===== config.mk =====
export PLATFORM = sky130hd
export DESIGN_NAME = pcam_coord_tracker
export DESIGN_NICKNAME = d
export VERILOG_FILES = /design/src/rtl/pcam_pkg.sv /design/src/rtl/pcam_sync_edge.sv /design/src/rtl/pcam_coord_tracker.sv
export SDC_FILE = /design/constraint.sdc
export NUM_CORES = 1
export LEC_CHECK = 0
export CAP_MARGIN = 20
export CORE_UTILIZATION = 54
export CTS_CLUSTER_SIZE = 16
export DETAILED_ROUTE_END_ITERATION = 16
export PLACE_DENSITY = 0.93
export RECOVER_POWER = 25
export SYNTH_ARGS = -nofsm -noshare
export SYNTH_HDL_FRONTEND = slang
export SYNTH_HIERARCHICAL = 1
export SYNTH_SLANG_ARGS = --single-unit

===== constraint.sdc =====
create_clock -name clk -period 6.7 [get_ports clk]
set_input_delay 2.01 -clock clk [delete_from_list [all_inputs] [get_ports clk]]
set_output_delay 2.01 -clock clk [all_outputs]
set_load 0.01 [all_outputs]

===== src/rtl/pcam_pkg.sv =====
`default_nettype none
// ============================================================================
// Module   : pcam_pkg
// Brief    : Shared types and default geometry for the PCAM coordinate tracker
// Revision : 1.0 - initial release
// ============================================================================
package pcam_pkg;

    // Frame-lock FSM states
    typedef enum logic [1:0] {
        S_UNLOCK = 2'd0,
        S_VBLANK = 2'd1,
        S_LINE   = 2'd2,
        S_HBLANK = 2'd3
    } state_t;

    // Default geometry (1080p, 24-bit RGB)
    localparam int C_DEF_H_ACTIVE = 1920;
    localparam int C_DEF_V_ACTIVE = 1080;
    localparam int C_DEF_DATA_W   = 24;
    localparam int C_DEF_FCNT_W   = 16;

endpackage
`default_nettype wire


===== src/rtl/pcam_sync_edge.sv =====
`default_nettype none
// ============================================================================
// Module   : pcam_sync_edge
// Brief    : Normalises vsync polarity and detects vsync/VDE edges against the
//            previous sampled value
// Revision : 1.0 - initial release
// ============================================================================
module pcam_sync_edge #(
    parameter int VSYNC_POL = 1
) (
    input  logic clk,
    input  logic reset,
    input  logic vid_vsync,
    input  logic vid_active_video,
    output logic vs_rise,
    output logic vde_rise,
    output logic vde_fall
);

    logic w_vs;
    logic r_vs_d;
    logic r_vde_d;

    assign w_vs = (VSYNC_POL != 0) ? vid_vsync : ~vid_vsync;

    // Remember last sampled vsync/VDE for edge detection
    always_ff @(posedge clk or negedge reset) begin
        if (!reset) begin
            r_vs_d  <= 1'b0;
            r_vde_d <= 1'b0;
        end else begin
            r_vs_d  <= w_vs;
            r_vde_d <= vid_active_video;
        end
    end

    assign vs_rise  = w_vs & ~r_vs_d;
    assign vde_rise = vid_active_video & ~r_vde_d;
    assign vde_fall = ~vid_active_video & r_vde_d;

endmodule
`default_nettype wire


===== src/rtl/pcam_coord_tracker.sv =====
`default_nettype none
// ============================================================================
// Module   : pcam_coord_tracker
// Brief    : Converts VDE/VSYNC/pixel video into registered x/y coordinates,
//            frame/line markers, ROI flag and sticky timing-error status
// Revision : 1.0 - initial release
// ============================================================================
module pcam_coord_tracker
    import pcam_pkg::*;
#(
    parameter  int H_ACTIVE  = C_DEF_H_ACTIVE,
    parameter  int V_ACTIVE  = C_DEF_V_ACTIVE,
    parameter  int DATA_W    = C_DEF_DATA_W,
    parameter  int VSYNC_POL = 1,
    parameter  int FCNT_W    = C_DEF_FCNT_W,
    localparam int XW        = $clog2(H_ACTIVE),
    localparam int YW        = $clog2(V_ACTIVE)
) (
    input  logic              clk,
    input  logic              reset,
    input  logic              vid_active_video,
    input  logic              vid_vsync,
    input  logic [DATA_W-1:0] vid_data,
    input  logic [XW-1:0]     roi_x0,
    input  logic [XW-1:0]     roi_x1,
    input  logic [YW-1:0]     roi_y0,
    input  logic [YW-1:0]     roi_y1,
    input  logic              err_clr,
    output logic              pix_valid,
    output logic [DATA_W-1:0] pix_data,
    output logic [XW-1:0]     x,
    output logic [YW-1:0]     y,
    output logic              sof,
    output logic              eol,
    output logic              eof,
    output logic              in_roi,
    output logic              locked,
    output logic              err_line,
    output logic              err_frame,
    output logic [FCNT_W-1:0] frame_cnt
);

    localparam logic [XW-1:0] C_X_LAST = XW'(H_ACTIVE - 1);
    localparam logic [YW-1:0] C_Y_LAST = YW'(V_ACTIVE - 1);

    // Edge detection
    logic w_vs_rise;
    logic w_vde_rise;
    logic w_vde_fall;

    pcam_sync_edge #(
        .VSYNC_POL (VSYNC_POL)
    ) u_sync_edge (
        .clk              (clk),
        .reset            (reset),
        .vid_vsync        (vid_vsync),
        .vid_active_video (vid_active_video),
        .vs_rise          (w_vs_rise),
        .vde_rise         (w_vde_rise),
        .vde_fall         (w_vde_fall)
    );

    // State and counters. x/y saturate at the last active index; the *_over
    // flags remember that the line/frame has run past its geometry.
    state_t          r_state;
    logic [XW-1:0]   r_x;
    logic [YW-1:0]   r_y;
    logic            r_x_over;
    logic            r_y_over;
    logic            r_first_line;
    logic            r_locked;
    logic [XW-1:0]   r_roi_x0;
    logic [XW-1:0]   r_roi_x1;
    logic [YW-1:0]   r_roi_y0;
    logic [YW-1:0]   r_roi_y1;

    logic            w_line_start;
    logic            w_line_cont;
    logic            w_line_end;
    logic [XW-1:0]   w_x_nxt;
    logic [YW-1:0]   w_y_nxt;
    logic            w_x_over_nxt;
    logic            w_y_over_nxt;
    logic            w_frame_full;
    logic            w_valid;
    logic            w_eol;
    logic            w_set_line;
    logic            w_set_frame;
    logic            w_in_roi;

    // Classify the sampled cycle and compute next coordinates
    always_comb begin
        w_line_start = 1'b0;
        w_line_cont  = 1'b0;
        w_line_end   = 1'b0;
        w_x_nxt      = r_x;
        w_y_nxt      = r_y;
        w_x_over_nxt = r_x_over;
        w_y_over_nxt = r_y_over;
        if (w_vs_rise) begin
            w_y_nxt      = '0;
            w_y_over_nxt = 1'b0;
            w_x_over_nxt = 1'b0;
        end else if ((r_state == S_VBLANK || r_state == S_HBLANK) && w_vde_rise) begin
            w_line_start = 1'b1;
            w_x_nxt      = '0;
            w_x_over_nxt = 1'b0;
            if (r_first_line) begin
                w_y_nxt = '0;
            end else if (r_y_over || r_y == C_Y_LAST) begin
                w_y_over_nxt = 1'b1;
            end else begin
                w_y_nxt = r_y + YW'(1);
            end
        end else if (r_state == S_LINE && vid_active_video) begin
            w_line_cont = 1'b1;
            if (r_x_over || r_x == C_X_LAST) begin
                w_x_over_nxt = 1'b1;
            end else begin
                w_x_nxt = r_x + XW'(1);
            end
        end else if (r_state == S_LINE && w_vde_fall) begin
            w_line_end = 1'b1;
        end
    end

    // A frame is complete only when exactly V_ACTIVE lines were started
    assign w_frame_full = !r_first_line && !r_y_over && (r_y == C_Y_LAST);

    assign w_valid = (w_line_start || w_line_cont) && !w_x_over_nxt && !w_y_over_nxt;
    assign w_eol   = w_valid && (w_x_nxt == C_X_LAST);

    assign w_set_line  = (w_line_cont && w_x_over_nxt) ||
                         (w_line_end && !r_x_over && (r_x != C_X_LAST));
    assign w_set_frame = (w_vs_rise && ((r_state == S_LINE) || (r_locked && !w_frame_full))) ||
                         (w_line_start && w_y_over_nxt);

    assign w_in_roi = w_valid &&
                      (w_x_nxt >= r_roi_x0) && (w_x_nxt <= r_roi_x1) &&
                      (w_y_nxt >= r_roi_y0) && (w_y_nxt <= r_roi_y1);

    // Frame-lock FSM, counters and registered output stage
    always_ff @(posedge clk or negedge reset) begin
        if (!reset) begin
            r_state      <= S_UNLOCK;
            r_x          <= '0;
            r_y          <= '0;
            r_x_over     <= 1'b0;
            r_y_over     <= 1'b0;
            r_first_line <= 1'b0;
            r_locked     <= 1'b0;
            r_roi_x0     <= '0;
            r_roi_x1     <= '0;
            r_roi_y0     <= '0;
            r_roi_y1     <= '0;
            pix_valid    <= 1'b0;
            pix_data     <= '0;
            sof          <= 1'b0;
            eol          <= 1'b0;
            eof          <= 1'b0;
            in_roi       <= 1'b0;
            err_line     <= 1'b0;
            err_frame    <= 1'b0;
            frame_cnt    <= '0;
        end else begin
            if (w_vs_rise) begin
                r_state      <= S_VBLANK;
                r_first_line <= 1'b1;
                r_locked     <= 1'b1;
                frame_cnt    <= frame_cnt + FCNT_W'(1);
                r_roi_x0     <= roi_x0;
                r_roi_x1     <= roi_x1;
                r_roi_y0     <= roi_y0;
                r_roi_y1     <= roi_y1;
            end else if (w_line_start) begin
                r_state      <= S_LINE;
                r_first_line <= 1'b0;
            end else if (w_line_end) begin
                r_state      <= S_HBLANK;
            end

            r_x       <= w_x_nxt;
            r_y       <= w_y_nxt;
            r_x_over  <= w_x_over_nxt;
            r_y_over  <= w_y_over_nxt;

            pix_valid <= w_valid;
            pix_data  <= vid_data;
            sof       <= w_valid && (w_x_nxt == '0) && (w_y_nxt == '0);
            eol       <= w_eol;
            eof       <= w_eol && (w_y_nxt == C_Y_LAST);
            in_roi    <= w_in_roi;

            // Setting an error takes priority over a simultaneous clear
            if (w_set_line)   err_line <= 1'b1;
            else if (err_clr) err_line <= 1'b0;

            if (w_set_frame)  err_frame <= 1'b1;
            else if (err_clr) err_frame <= 1'b0;
        end
    end

    assign x      = r_x;
    assign y      = r_y;
    assign locked = r_locked;

endmodule
`default_nettype wire


Word level (Yosys, flattened, before mapping)
Index checks and enable logic that the tools add are counted.
{"block": "classes", "addsub": 3, "bitwise": 6, "n_mux": 33, "magnitude_cmp": 4, "n_eq_ne": 8, "n_reduce_logical": 40}
{"cell": "$mux 11", "n": 8}
{"cell": "$eq 11x11->1 const B", "n": 4}
{"cell": "$add 11x1->11 const B", "n": 2}
{"cell": "$ge 11x11->1", "n": 2}
{"cell": "$le 11x11->1", "n": 2}
{"cell": "$logic_not 11->1", "n": 2}
{"cell": "$mux 1", "n": 22}
{"cell": "$logic_and 1x1->1", "n": 21}
{"cell": "$add 16x1->16 const B", "n": 1}
{"cell": "$ne 11x11->1 const B", "n": 1}
{"cell": "$logic_or 1x1->1", "n": 7}
{"cell": "$logic_not 1->1", "n": 6}
{"cell": "$mux 2", "n": 3}
{"cell": "$reduce_bool 2->1", "n": 3}
{"cell": "$eq 2x2->1 const B", "n": 2}
{"cell": "$and 1x1->1", "n": 3}
{"cell": "$not 1->1", "n": 3}
{"cell": "$reduce_bool 3->1", "n": 1}
{"cell": "$eq 2x1->1 const B", "n": 1}
{"block": "totals", "elab_cells": 116, "register_bits": 121, "in_bits": 73}

Depth between registers and ports, before layout
{"block": "logic_depth", "depth_word": 13, "mapped_depth": 17, "ltp_nobuf": 15}

Modules after synthesis
Netlist, hierarchy kept.
{"module": "pcam_coord_tracker", "cells_per_inst": 577, "instances": 1, "seq_area_each_um2": 2977.9, "area_per_inst_um2": 5883.1}
{"module": "pcam_sync_edge", "cells_per_inst": 5, "instances": 1, "seq_area_each_um2": 50.0, "area_per_inst_um2": 71.3}

Worst setup path before layout
OpenSTA, ideal clock, no wires.
{"block": "synth_timing", "path_type": "in2reg", "startpoint": "in vid_vsync", "endpoint": "reg in_roi", "setup_ps": 101, "path_slack_ps": 1849, "n_path_buf": 1, "path_stages": 15, "arrival_time_ps": 4750, "required_time_ps": 6599, "path_cell_list": "nor2b_1 buf_2 nor2_8 nand2_4 nor4_1 xnor2_1 nor2_1 ha_1 a21oi_1 nor2b_1 a2111oi_0 a21oi_1 a21bo_2 o2111ai_1 nor4_1"}
{"block": "synth_via", "word_cells_on_any_way": 20}
{"element": "start: declaration", "line_no": "pcam_coord_tracker.sv:22", "text": "input logic vid_vsync,"}
{"element": "$and 1x1->1 (*)", "line_no": "pcam_sync_edge.sv:37", "text": "assign vs_rise = w_vs & ~r_vs_d;"}
{"element": "$mux 11 (*)", "line_no": "pcam_coord_tracker.sv:100", "text": "if (w_vs_rise) begin"}
{"element": "named net w_x_nxt[7]", "line_no": "pcam_coord_tracker.sv:80", "text": "logic [XW-1:0] w_x_nxt;"}
{"element": "$ge 11x11->1", "line_no": "pcam_coord_tracker.sv:139", "text": "(w_x_nxt >= r_roi_x0) && (w_x_nxt <= r_roi_x1) &&"}
{"element": "$logic_and 1x1->1", "line_no": "pcam_coord_tracker.sv:138", "text": "assign w_in_roi = w_valid &&"}
{"element": "$logic_and 1x1->1 (*) (2 in series)", "line_no": "pcam_coord_tracker.sv:139"}
{"element": "$logic_and 1x1->1 (*)", "line_no": "pcam_coord_tracker.sv:140", "text": "(w_y_nxt >= r_roi_y0) && (w_y_nxt <= r_roi_y1);"}
{"element": "named net w_in_roi", "line_no": "pcam_coord_tracker.sv:89", "text": "logic w_in_roi;"}
{"element": "end signal: assignment", "line_no": "pcam_coord_tracker.sv:192", "text": "in_roi <= w_in_roi;"}
{"element": "end: declaration", "line_no": "pcam_coord_tracker.sv:36", "text": "output logic in_roi,"}
The timed path passes the listed nets; every way through them passes the cells marked *.
A chain may end at the register's enable or synchronous reset.

Worst setup path after layout
{"block": "layout_timing", "startpoint": "in vid_active_video", "endpoint": "reg in_roi"}
{"block": "layout_via", "word_cells_on_any_way": 31}
{"element": "start: declaration", "line_no": "pcam_coord_tracker.sv:21", "text": "input logic vid_active_video,"}
{"element": "$logic_and 1x1->1 / $and 1x1->1 (equally long branches)", "line_no": "pcam_coord_tracker.sv:115, pcam_sync_edge.sv:38"}
{"element": "$mux 11 / $logic_and 1x1->1 (equally long branches)", "line_no": "pcam_coord_tracker.sv:115, pcam_coord_tracker.sv:104"}
{"element": "$mux 11 (*)", "line_no": "pcam_coord_tracker.sv:104", "text": "end else if ((r_state == S_VBLANK || r_state == S_HBLANK) && w_vde_rise) begin"}
{"element": "$mux 11 (*)", "line_no": "pcam_coord_tracker.sv:100"}
{"element": "named net w_x_nxt[7]", "line_no": "pcam_coord_tracker.sv:80"}
{"element": "$ge 11x11->1", "line_no": "pcam_coord_tracker.sv:139"}
{"element": "$logic_and 1x1->1", "line_no": "pcam_coord_tracker.sv:138"}
{"element": "$logic_and 1x1->1 (*) (2 in series)", "line_no": "pcam_coord_tracker.sv:139"}
{"element": "$logic_and 1x1->1 (*)", "line_no": "pcam_coord_tracker.sv:140"}
{"element": "named net w_in_roi", "line_no": "pcam_coord_tracker.sv:89"}
Marked as above.

==> flow_summary.json <==
{
  "status": "finished, violations left",
  "violations": "max-capacitance violations, max-slew violations",
  "pin_count": 143,
  "crit_arrival_ps": 5860,
  "power_frac_comb_pct": 16.3,
  "final_cell_mix": "dfrtp_1, clkdlybuf4s50_1, nand2_1, inv_1, o21ai_0",
  "hold_path_depth": 1,
  "postCtsSetupRepairBufs": 0,
  "syn_area_um2": 5950,
  "max_freq_mhz": 184,
  "synth-edff-count": 0,
  "vdd_drop_max_mv": 0.240,
  "skew_ps": 6.33,
  "grt_pass1_wl_um": 24800,
  "clk_latency_ps": 520,
  "cts_root_buf": "clkbuf_8",
  "switching_power_uw": 533,
  "fin_cells": 879,
  "core_um2": 10500,
  "synth_top_cell_area_share_pct": 50.9,
  "drive_gt1_share_pct": 7.54,
  "worstReg2RegEnd": "in_roi",
  "utilization_pct": 77.2,
  "rrSetupSlack_ps": 2650,
  "drtPass1Iterations": 7,
  "finalPower_mw": 2.16,
  "fillCellCount": 659,
  "p_per_area_nw_per_um2": 266,
  "worstMarginPinSlew_ps": 4040,
  "routed_via_density": 5.62,
  "finalWirelength_um": 15200,
  "cts_hold_buf": 0,
  "cp-start-kind": "input pin",
  "worst_slew_margin_rel_pct": -169,
  "start_util_pct": 56.7,
  "clk_pin_slew_ps": 60,
  "route.detailed.drc": 0,
  "area_delta_synth_final_pct": 36.3,
  "hp-class": "reg -> reg",
  "post_cts_resized": 0,
  "n_antenna_cell": 0,
  "required_ps": 7120,
  "internal_power_mw": 1.63,
  "antenna_found_initial": 0,
  "period_minus_slack_ps": 5440,
  "ys_ff_latch": 121,
  "die_width_um": 107,
  "fin_setup_tns_ps": 0,
  "grt-ovfl-total": 0,
  "gr-usage-all-layers_pct": 28.7,
  "via_count": 4943,
  "ys_seq_area_share_pct": 50.9,
  "setup_viol": 0,
  "p_leak_nw": 3.65,
  "cts_tree": "yes",
  "final_common_cell": "dfrtp_1",
  "cts_buffer_depth": 2,
  "async_reset_ff_share_pct": 100,
  "worstSetupStartpoint": "vid_active_video",
  "h-tree-depth": 4,
  "end_kind": "register",
  "clkPwrFrac_pct": 44.2,
  "hold_violations": 0,
  "dp_cells": 847,
  "fin_nets": 850,
  "share_seq_of_total_power_pct": 39.5,
  "grt_pass1_vias": 5016,
  "synth_area_leader_cell": "dfrtp_1",
  "die_y_um": 107,
  "design_area_um2": 8120,
  "gp_congestion": 0.927,
  "fin_crit_sh_pct": 81.1,
  "cap_viol_max_count": 1,
  "synth_cells": 582,
  "r2r_cells": 14,
  "cts_buffers": 17,
  "critical_path_peak_fanout": 6,
  "ys_warn_count": 6,
  "ys.flop_type": "dfrtp_1",
  "rows": 37,
  "die_area_um2": 11500,
  "grt_max_degree": 76,
  "synth_fp_nets": 702,
  "r2r_start": "x[0]",
  "drv_slew": 76,
  "synth.area.top_cells": "dfrtp_1, ha_1, nand2_1, o21ai_0, inv_1",
  "io_buffers": 142,
  "endpoint": "in_roi",
  "rsz0062_at_grt": "no",
  "syn_avg_cell_area_um2": 10.2,
  "critPathKind": "in -> reg",
  "dpl_cell_area_um2": 7500,
  "ys_types": 63,
  "antenna_left": 0,
  "swShare_pct": 24.7,
  "drtIter0Drc": 261,
  "clock-sinks": 121,
  "avgRoutedWirePerCell_um": 17.2,
  "hpwl_um": 11100
}
state kept, by name (all words and copies together), names as in the netlist, 2 cells and up:
signal	cells
r_roi_y1	11
r_roi_y0	11
r_state	2
x	11
r_roi_x1	11
r_roi_x0	11
y	11
pix_data	24
frame_cnt	16
critical path, cell delays in order:
cell,delay [ps]
dlygate4sd3_1,640
and3b_2,290
nand2_4,80
nor4_1,710
xnor2_1,130
nor2_1,290
ha_1,320
a21oi_1,160
nor2b_1,60
a2111oi_0,510
a21oi_1,170
a21bo_2,210
o2111ai_1,90
nor4_1,180
power groups by stage:
stage / combinational, mW / clock, mW / sequential (mW)
floorplan: 0.167 / 0 / 0.867
global placement: 0.342 / 0 / 0.858
detailed placement: 0.353 / 0 / 0.862
CTS: 0.358 / 0.966 / 0.852
global route: 0.391 / 1.00 / 0.860
finish: 0.352 / 0.954 / 0.852
cells by family (layout without fill, tap and decap cells):
| family | after synthesis | in the layout | share of synthesized area, % |
|---|---|---|---|
| simple gates | 195 | 195 | 17.3 |
| flops | 121 | 121 | 50.9 |
| compound gates | 104 | 104 | 10.8 |
| buf+inv | 76 | 237 | 5.09 |
| fa+ha+maj | 47 | 47 | 9.88 |
| xor+xnor | 30 | 30 | 4.41 |
| mux | 9 | 9 | 1.74 |
how the worst min path moves through the flow:
stage,from,end
global placement,frame_cnt[15],frame_cnt[15]
detailed placement,frame_cnt[15],frame_cnt[15]
finish,frame_cnt[15],frame_cnt[15]
CTS,frame_cnt[15],frame_cnt[15]
global route,frame_cnt[15],frame_cnt[15]
floorplan,r_roi_x0[0],r_roi_x0[0]
cells in the mapped netlist, drive strengths merged (5+ instances only):
master / n
a21oi: 14
and3: 6
buf: 6
clkbuf: 11
dfrtp: 121
ha: 47
inv: 59
mux2: 8
nand2: 70
nand2b: 7
nand3: 18
nand4: 15
nor2: 27
nor2b: 7
nor3: 8
nor3b: 5
nor4: 9
o21a: 5
o21ai: 50
xnor2: 23
xor2: 7
metal layers:
layer	GRT usage, %	routed length, um	share of wire, %
met5	0	0	0
met4	9.20	193	1.3
met3	6.14	837	5.5
met2	49.5	7840	52
met1	36.0	6280	41
area by class of cell:
cell class / count / area [um2] / area share, %
tap: 136 / 170 / 2.10
clock inverter: 7 / 138 / 1.70
multi-input combinational: 385 / 2630 / 32.4
inverter: 59 / 221 / 2.73
clock buffer: 25 / 484 / 5.96
timing repair buffer: 146 / 1450 / 17.8
sequential: 121 / 3030 / 37.3
through the flow:
| step | setup slack (ps) | hold slack, ps |
|---|---|---|
| 2_1_floorplan | 1850 | 487 |
| 3_3_place_gp | 1140 | 461 |
| 3_5_place_dp | 943 | 469 |
| 4_1_cts | 1430 | 476 |
| 5_1_grt | 752 | 505 |
| 6_report | 1260 | 476 |
Note: power is estimated with default switching activity, not from simulation.
